$ cat src/rtl/reset_stage_seq_pkg.sv
// Shared types and sizing helpers for the reset stage sequencer.
package reset_stage_seq_pkg;

  typedef enum logic [1:0] {
    ST_IDLE       = 2'd0,
    ST_HOLD       = 2'd1,
    ST_RELEASE    = 2'd2,
    ST_ASSERT_REV = 2'd3
  } state_e;

  function automatic int max_int(input int a, input int b);
    return (a > b) ? a : b;
  endfunction

  // Wide enough to hold the larger of the two interval lengths.
  function automatic int cnt_width(input int hold_cycles, input int gap_cycles);
    return $clog2(max_int(hold_cycles, gap_cycles) + 1);
  endfunction

  function automatic int idx_width(input int num_stages);
    return (num_stages > 1) ? $clog2(num_stages) : 1;
  endfunction

endpackage

$ cat src/rtl/seq_cycle_counter.sv
// Loadable down-counter that saturates at zero; tc_o flags the terminal count.
module seq_cycle_counter #(
  parameter int WIDTH = 5
) (
  input  logic             clk,
  input  logic             load_i,
  input  logic [WIDTH-1:0] load_val_i,
  input  logic             en_i,
  output logic             tc_o
);

  logic [WIDTH-1:0] count_q, count_d;

  always_comb begin
    count_d = count_q;
    if (load_i) begin
      count_d = load_val_i;
    end else if (en_i && (count_q != '0)) begin
      count_d = count_q - WIDTH'(1);
    end
  end

  always_ff @(posedge clk) begin
    count_q <= count_d;
  end

  assign tc_o = (count_q == '0);

endmodule

$ cat src/rtl/reset_stage_sequencer.sv
// Holds a bank of stages in reset, then releases them in order with a fixed gap.
// Optional macro SEQ_REVERSE_ASSERT_EN: requested sequences assert stages one by one, highest first.
module reset_stage_sequencer #(
  parameter int NUM_STAGES  = 4,
  parameter int HOLD_CYCLES = 16,
  parameter int GAP_CYCLES  = 8
) (
  input  logic                  clk,
  input  logic                  reset_n,
  input  logic                  seq_req,
  output logic                  seq_busy,
  output logic                  seq_done,
  output logic [NUM_STAGES-1:0] stage_set_reset
);
  import reset_stage_seq_pkg::*;

  localparam int CW = cnt_width(HOLD_CYCLES, GAP_CYCLES);
  localparam int IW = idx_width(NUM_STAGES);

  // Reset loads the full hold length: the first edge with reset_n high is
  // cycle 0 and still counts, whereas an accept edge is itself cycle 0.
  localparam logic [CW-1:0] HOLD_RST = CW'(HOLD_CYCLES);
  localparam logic [CW-1:0] HOLD_LD  = CW'(HOLD_CYCLES - 1);
  localparam logic [CW-1:0] GAP_LD   = CW'(GAP_CYCLES - 1);
  localparam logic [IW-1:0] LAST_IDX = IW'(NUM_STAGES - 1);

  state_e                state_q, state_d;
  logic [IW-1:0]         idx_q, idx_d;
  logic [NUM_STAGES-1:0] stage_q, stage_d;
  logic                  busy_q, busy_d;
  logic                  done_q, done_d;

  logic                  fsm_load;
  logic [CW-1:0]         fsm_load_val;
  logic                  cnt_load;
  logic [CW-1:0]         cnt_load_val;
  logic                  cnt_en;
  logic                  cnt_tc;

  assign cnt_load     = !reset_n || fsm_load;
  assign cnt_load_val = reset_n ? fsm_load_val : HOLD_RST;
  assign cnt_en       = (state_q != ST_IDLE);

  seq_cycle_counter #(
    .WIDTH(CW)
  ) u_counter (
    .clk       (clk),
    .load_i    (cnt_load),
    .load_val_i(cnt_load_val),
    .en_i      (cnt_en),
    .tc_o      (cnt_tc)
  );

  always_comb begin
    state_d      = state_q;
    idx_d        = idx_q;
    stage_d      = stage_q;
    busy_d       = busy_q;
    done_d       = 1'b0;
    fsm_load     = 1'b0;
    fsm_load_val = HOLD_LD;

    case (state_q)
      ST_HOLD: begin
        if (cnt_tc) begin
          stage_d[0]   = 1'b0;
          idx_d        = '0;
          state_d      = ST_RELEASE;
          fsm_load     = 1'b1;
          fsm_load_val = GAP_LD;
        end
      end

      ST_RELEASE: begin
        // idx_q is the most recently released stage.
        if (idx_q == LAST_IDX) begin
          state_d = ST_IDLE;
          busy_d  = 1'b0;
          done_d  = 1'b1;
        end else if (cnt_tc) begin
          idx_d                      = idx_q + IW'(1);
          stage_d[idx_q + IW'(1)]    = 1'b0;
          fsm_load                   = 1'b1;
          fsm_load_val               = GAP_LD;
        end
      end

      ST_ASSERT_REV: begin
        if (cnt_tc) begin
          idx_d                   = idx_q - IW'(1);
          stage_d[idx_q - IW'(1)] = 1'b1;
          fsm_load                = 1'b1;
          if (idx_q == IW'(1)) begin
            state_d      = ST_HOLD;
            fsm_load_val = HOLD_LD;
          end else begin
            fsm_load_val = GAP_LD;
          end
        end
      end

      ST_IDLE: begin
        if (seq_req) begin
          busy_d   = 1'b1;
          fsm_load = 1'b1;
`ifdef SEQ_REVERSE_ASSERT_EN
          if (NUM_STAGES > 1) begin
            stage_d[LAST_IDX] = 1'b1;
            idx_d             = LAST_IDX;
            fsm_load_val      = GAP_LD;
            state_d           = ST_ASSERT_REV;
          end else begin
            stage_d      = '1;
            fsm_load_val = HOLD_LD;
            state_d      = ST_HOLD;
          end
`else
          stage_d      = '1;
          fsm_load_val = HOLD_LD;
          state_d      = ST_HOLD;
`endif
        end
      end
    endcase
  end

  always_ff @(posedge clk) begin
    if (!reset_n) begin
      state_q <= ST_HOLD;
      idx_q   <= '0;
      stage_q <= '1;
      busy_q  <= 1'b1;
      done_q  <= 1'b0;
    end else begin
      state_q <= state_d;
      idx_q   <= idx_d;
      stage_q <= stage_d;
      busy_q  <= busy_d;
      done_q  <= done_d;
    end
  end

  assign stage_set_reset = stage_q;
  assign seq_busy        = busy_q;
  assign seq_done        = done_q;

endmodule
$ cat config.mk
export PLATFORM = sky130hd
export DESIGN_NAME = reset_stage_sequencer
export DESIGN_NICKNAME = d
export VERILOG_FILES = /design/src/rtl/reset_stage_seq_pkg.sv /design/src/rtl/seq_cycle_counter.sv /design/src/rtl/reset_stage_sequencer.sv
export SDC_FILE = /design/constraint.sdc
export NUM_CORES = 1
export LEC_CHECK = 0
export CAP_MARGIN = 20
export CORE_MARGIN = 2
export CORE_UTILIZATION = 35
export DETAILED_ROUTE_END_ITERATION = 10
export SLEW_MARGIN = 25
export SYNTH_ARGS = -nofsm -noshare
export SYNTH_HDL_FRONTEND = slang
export SYNTH_SLANG_ARGS = --single-unit
$ cat constraint.sdc
create_clock -name clk -period 4.15 [get_ports clk]
set_clock_uncertainty 0.15 [all_clocks]
set_input_delay 0.415 -clock clk [delete_from_list [all_inputs] [get_ports clk]]
set_output_delay 0.415 -clock clk [all_outputs]
set_load 0.05 [all_outputs]
[Word-level counts from Yosys, hierarchy flattened]
Index checks and enable logic that the tools add are counted.
Cells by class
  order comparisons: 4
  equality and inequality tests: 12
  reduce and logical (&&, ||, !) cells: 20
  muxes and demuxes: 38
  $add $sub $neg: 3
  bitwise operators: 3
Operator list (count)
  5-bit two-way mux: 5
  4-bit two-way mux: 6
  5-bit one-hot mux with 4 select lines: 1
  5-bit AND reduction: 4
  2-bit two-way mux: 9
  2-bit inequality test (second input constant): 7
  1-bit two-way mux: 9
  3-bit one-hot mux with 3 select lines: 1
  2-bit one-hot mux with 4 select lines: 1
  2-bit == test (second input constant): 3
  2-bit by 3-bit less-than comparator with 1-bit output (second input constant): 2
  2-bit one-hot mux with 3 select lines: 1
  2-bit nonzero test: 3
  3-bit nonzero test: 2
  5-bit logical NOT: 1
  5-bit nonzero test: 1
  5-bit by 1-bit subtractor with 5-bit output (second input constant): 1
  4-bit AND: 1
  1-bit demux with 2-bit select: 2
  2-bit by 1-bit == test with 1-bit output (second input constant): 2
  2-bit by 1-bit >= comparator with 1-bit output (second input constant): 2
  4-bit inverter: 1
  4-bit bitwise OR: 1
  1-bit one-hot mux with 4 select lines: 1
  other kinds (11): 13
Word-level totals
  word-level logic and storage cells: 87
  output and inout bits: 6
  bits in registers: 15

[Longest topological paths before layout]
  depth in word-level cells: 10
  depth in mapped cells: 7
  depth with buffers taken out: 6

[By module]
Synthesis repeated with hierarchy kept, for this count alone.
Unflattened totals
  cell total of the unflattened synthesis: 117
  area, all modules: 1079.8 um2
Modules (own cells, without submodules)
  reset_stage_sequencer: instances 1, seq. area each 200.2 um2, area each 787.0 um2, cells each 92
  seq_cycle_counter: instances 1, seq. area each 150.1 um2, area each 292.8 um2, cells each 25

[Worst setup path before layout]
Ideal clock, no wire load.
  path type: reg-to-reg
  start point: register u_counter.count_q[0]
  end point: register u_counter.count_q[0], enable pin
  data required time: 3.643 ns
  clock period less this slack: 2.154 ns
  cell stages (with the launch flop): 7
  slack: 1.996 ns
  library setup time: 0.357 ns
  path buffers: 0
  data arrival time: 1.647 ns
  cells stage by stage: edfxtp_1 > inv_1 > ha_1 > or4b_1 > o21ai_0 > nand2_1 > o211ai_1
On the way
  word-level cells in the longest chain between the ends: 6
  elaborated cells between the ends (all ways): 8
  classes of those cells: 3 x mux; 5 x reduce/logical
RTL lines
  from (decl): line seq_cycle_counter.sv:12  | logic [WIDTH-1:0] count_q, count_d;
  from (signal assigned): line seq_cycle_counter.sv:24  | count_q <= count_d;
  5-bit logical NOT: line seq_cycle_counter.sv:27  | assign tc_o = (count_q == '0);
  1-bit two-way mux: line reset_stage_sequencer.sv:65, reset_stage_sequencer.sv:80, reset_stage_sequencer.sv:89
  1-bit two-way mux: line reset_stage_sequencer.sv:76  | if (idx_q == LAST_IDX) begin
  1-bit one-hot mux with 3 select lines: line reset_stage_sequencer.sv:63  | case (state_q)
  1-bit logical OR: line reset_stage_sequencer.sv:40  | assign cnt_load = !reset_n || fsm_load;
  2-bit nonzero test (no source line) (*)
Every way passes the cells marked *; elsewhere a longest branch is shown, timed or not.
A chain may end at the register's enable or synchronous reset.

[Worst setup path in the final report]
  start point: register u_counter.count_q[0]
  end point: register u_counter.count_q[1], enable pin
The elaborated chain is that of the path after synthesis.

==> results.yml <==
pwr:
  irDropWorstVdd_mv: 0.238
  p_leak_nw: 0.478
  power_mw: 0.719
  powerDensity_nw_per_um2: 606
die:
  die_h_um: 58.9
  ios: 9
  die-width_um: 58.9
  die-area_um2: 3470
  row_count: 19
  core_um2: 2810
  initial_core_util_pct: 37.6
timing:
  slew_violations: 0
  setup_tns_ns: 0
  min_period_over_period_pct: 57.9
  worstMarginPinSlew_ns: 0.594
  relSlewSlack_pct: 60.3
  finalCriticalPeriod_ns: 2.40
  timing.fmax_mhz: 416
  setup_viol: 0
  finalHoldViolations: 0
  setup_ws_ns: 1.75
  rsz0062_at_grt: "no"
synthesis:
  ys_seq_area_share_pct: 33.2
  synth.net_count: 139
  syn_area_um2: 1050
  ys_warn_count: 0
  synth_top_area_share_pct: 19.0
  synthCells: 120
  yosys.area.top_type: "dfxtp_1"
  synth_cell_type_count: 31
  syn_avg_cell_area_um2: 8.79
  synthTopCellsByArea: "dfxtp_1 (19%), ha_1 (19%), edfxtp_1 (14%)"
  ys_ff_latch: 15
place:
  place.gp.congestion: 0.846
  portBuffers: 8
  dp_hpwl_um: 1670
  dpl_cell_area_um2: 1160
  pre_cts_slack_ns: 1.77
detailed_routing:
  wl_um: 2170
  vias: 865
  dr.pass1.iters: 4
  ant_nets: 0
  drc: 0
  wl_per_cell_um: 13.7
  vias_per_cell: 5.44
  drtIter0Drc: 31
global_routing:
  grt_overflow: 0
  grtUsageTotal_pct: 13.5
  grt_first_pass_wirelength_um: 3570
  grt_pass1_vias: 808
  antenna_found_initial: 0
  grt_max_degree: 13
finish:
  antenna_cells: 0
  stdcell_area_um2: 1190
  fin_nets: 148
  fill_cells: 290
  mostFrequentLayoutCell: "ha_1"
  syn_to_final_growth_pct: 12.5
  layout_common_cells: "ha_1 (16), nor2_1 (14), a21oi_1 (10), dfxtp_1 (10)"
  drive_gt1_share_pct: 3.91
outcome:
  outcome: "finished clean"
worst_setup_path:
  path_class: "reg -> reg"
  required_ns: 3.94
  arrival_ns: 2.19
  crit_fanout: 6
  r2r_setup_slack_ns: 1.75
  cp-start-kind: "flip-flop"
  worst_setup_path_end_kind: "flip-flop"
worst_hold_path:
  hp-class: "reg -> reg"
cts:
  cts_tree: "built"
  cts_resized: 0
  clkTransAtPathRegs_ns: 0.09
  htree_levels: 1
  cts_root_buf: "clkbuf_4"
  clock_latency_ns: 0.29
  clock_sinks: 15
  clockBufferDepth: 2
  cts_buffers: 3
  cts_setup_buffers: 0
  cts_hold_buf: 0
run:
  maxCapViolations: 0
==> sequential cells by signal (all words and copies together), names as in the netlist <==
name,count
state_q,2
u_counter.count_q,5
seq_done,1
seq_busy,1
idx_q,2
stage_set_reset,4
==> metal layers <==
layer | wire, um | track usage [%]
met1 | 1020 | 16.8
met2 | 1100 | 24.0
met3 | 51 | 3.96
met4 | 0 | 0.974
met5 | 0 | 0
==> final cells by class <==
type                       instances  area (um^2)  share of cell area, %
clock buffer                       3         22.5                   1.90
clock inverter                     1         5.00                  0.422
inverter                           8         30.0                   2.53
multi-input combinational         93          659                   55.6
sequential                        15          350                   29.5
tap                               31         38.8                   3.27
timing repair buffer               8         80.1                   6.75
==> critical path: stages (launching register included) <==
cell	delay, ns
edfxtp_1	0.43
inv_1	0.10
ha_1	0.16
or4b_1	0.50
o21ai_0	0.25
nand2_1	0.18
o211ai_1	0.28
==> where the power goes <==
group | internal (mW) | total, mW | leakage [nW] | switching [mW]
Sequential | 0.204 | 0.243 | 0.135 | 0.0394
Combinational | 0.157 | 0.389 | 0.325 | 0.233
Clock | 0.0358 | 0.0862 | 0.0177 | 0.0504
Total | 0.396 | 0.719 | 0.478 | 0.323
==> synthesized netlist by cell type <==
library cell / instances
ha_1: 16
nor2_1: 14
a21oi_1: 10
dfxtp_1: 10
inv_1: 8
nand2_1: 7
o21ai_0: 6
edfxtp_1: 5
a21o_1: 4
nand2b_1: 4
nor3_1: 4
a311oi_1: 3
a31oi_1: 3
clkbuf_1: 3
nand3_1: 3
xnor2_1: 3
mux2i_1: 2
o2bb2ai_1: 2
a211o_1: 1
a41oi_1: 1
and2_1: 1
buf_1: 1
nor2b_1: 1
nor4b_2: 1
o211ai_1: 1
o21a_1: 1
o311ai_0: 1
o311ai_1: 1
o31ai_1: 1
or3_1: 1
or4b_1: 1
==> path summary, 6_finish.rpt <==
| path | cells after the start | to | startpoint |
|---|---|---|---|
| worst min register to register | 2 | stage_set_reset[1]$_SDFFE_PN1P_ | stage_set_reset[1]$_SDFFE_PN1P_ |
| worst max-delay path | 6 | u_counter.count_q[1]$_DFFE_PP_ | u_counter.count_q[0]$_DFFE_PP_ |
| worst min-delay path | 2 | stage_set_reset[1]$_SDFFE_PN1P_ | stage_set_reset[1]$_SDFFE_PN1P_ |
| worst max register to register | 6 | u_counter.count_q[1]$_DFFE_PP_ | u_counter.count_q[0]$_DFFE_PP_ |
==> metrics by stage <==
| stage | util, % | hold WS [ns] | cells |
|---|---|---|---|
| 2_1_floorplan | - | 0.348 | 120 |
| 3_3_place_gp | 41.3 | 0.369 | 155 |
| 3_5_place_dp | 41.3 | 0.374 | 155 |
| 4_1_cts | 42.3 | 0.397 | 159 |
| 5_1_grt | 42.3 | 0.422 | 159 |
| 6_report | 42.3 | 0.389 | 159 |
==> kinds of logic (layout without fill, tap and decap cells) <==
group	after synthesis	in the layout	synth area share, %
XOR/XNOR	3	3	2.49
flip-flops	15	15	33.2
buffers and inverters	12	20	4.27
multiplexers	2	2	1.90
adder cells (fa/ha/maj)	16	16	19.0
AND/OR/NAND/NOR	37	37	17.3
AO/OA/AOI/OAI	35	35	21.8
Power figures use the tool's default switching activity.
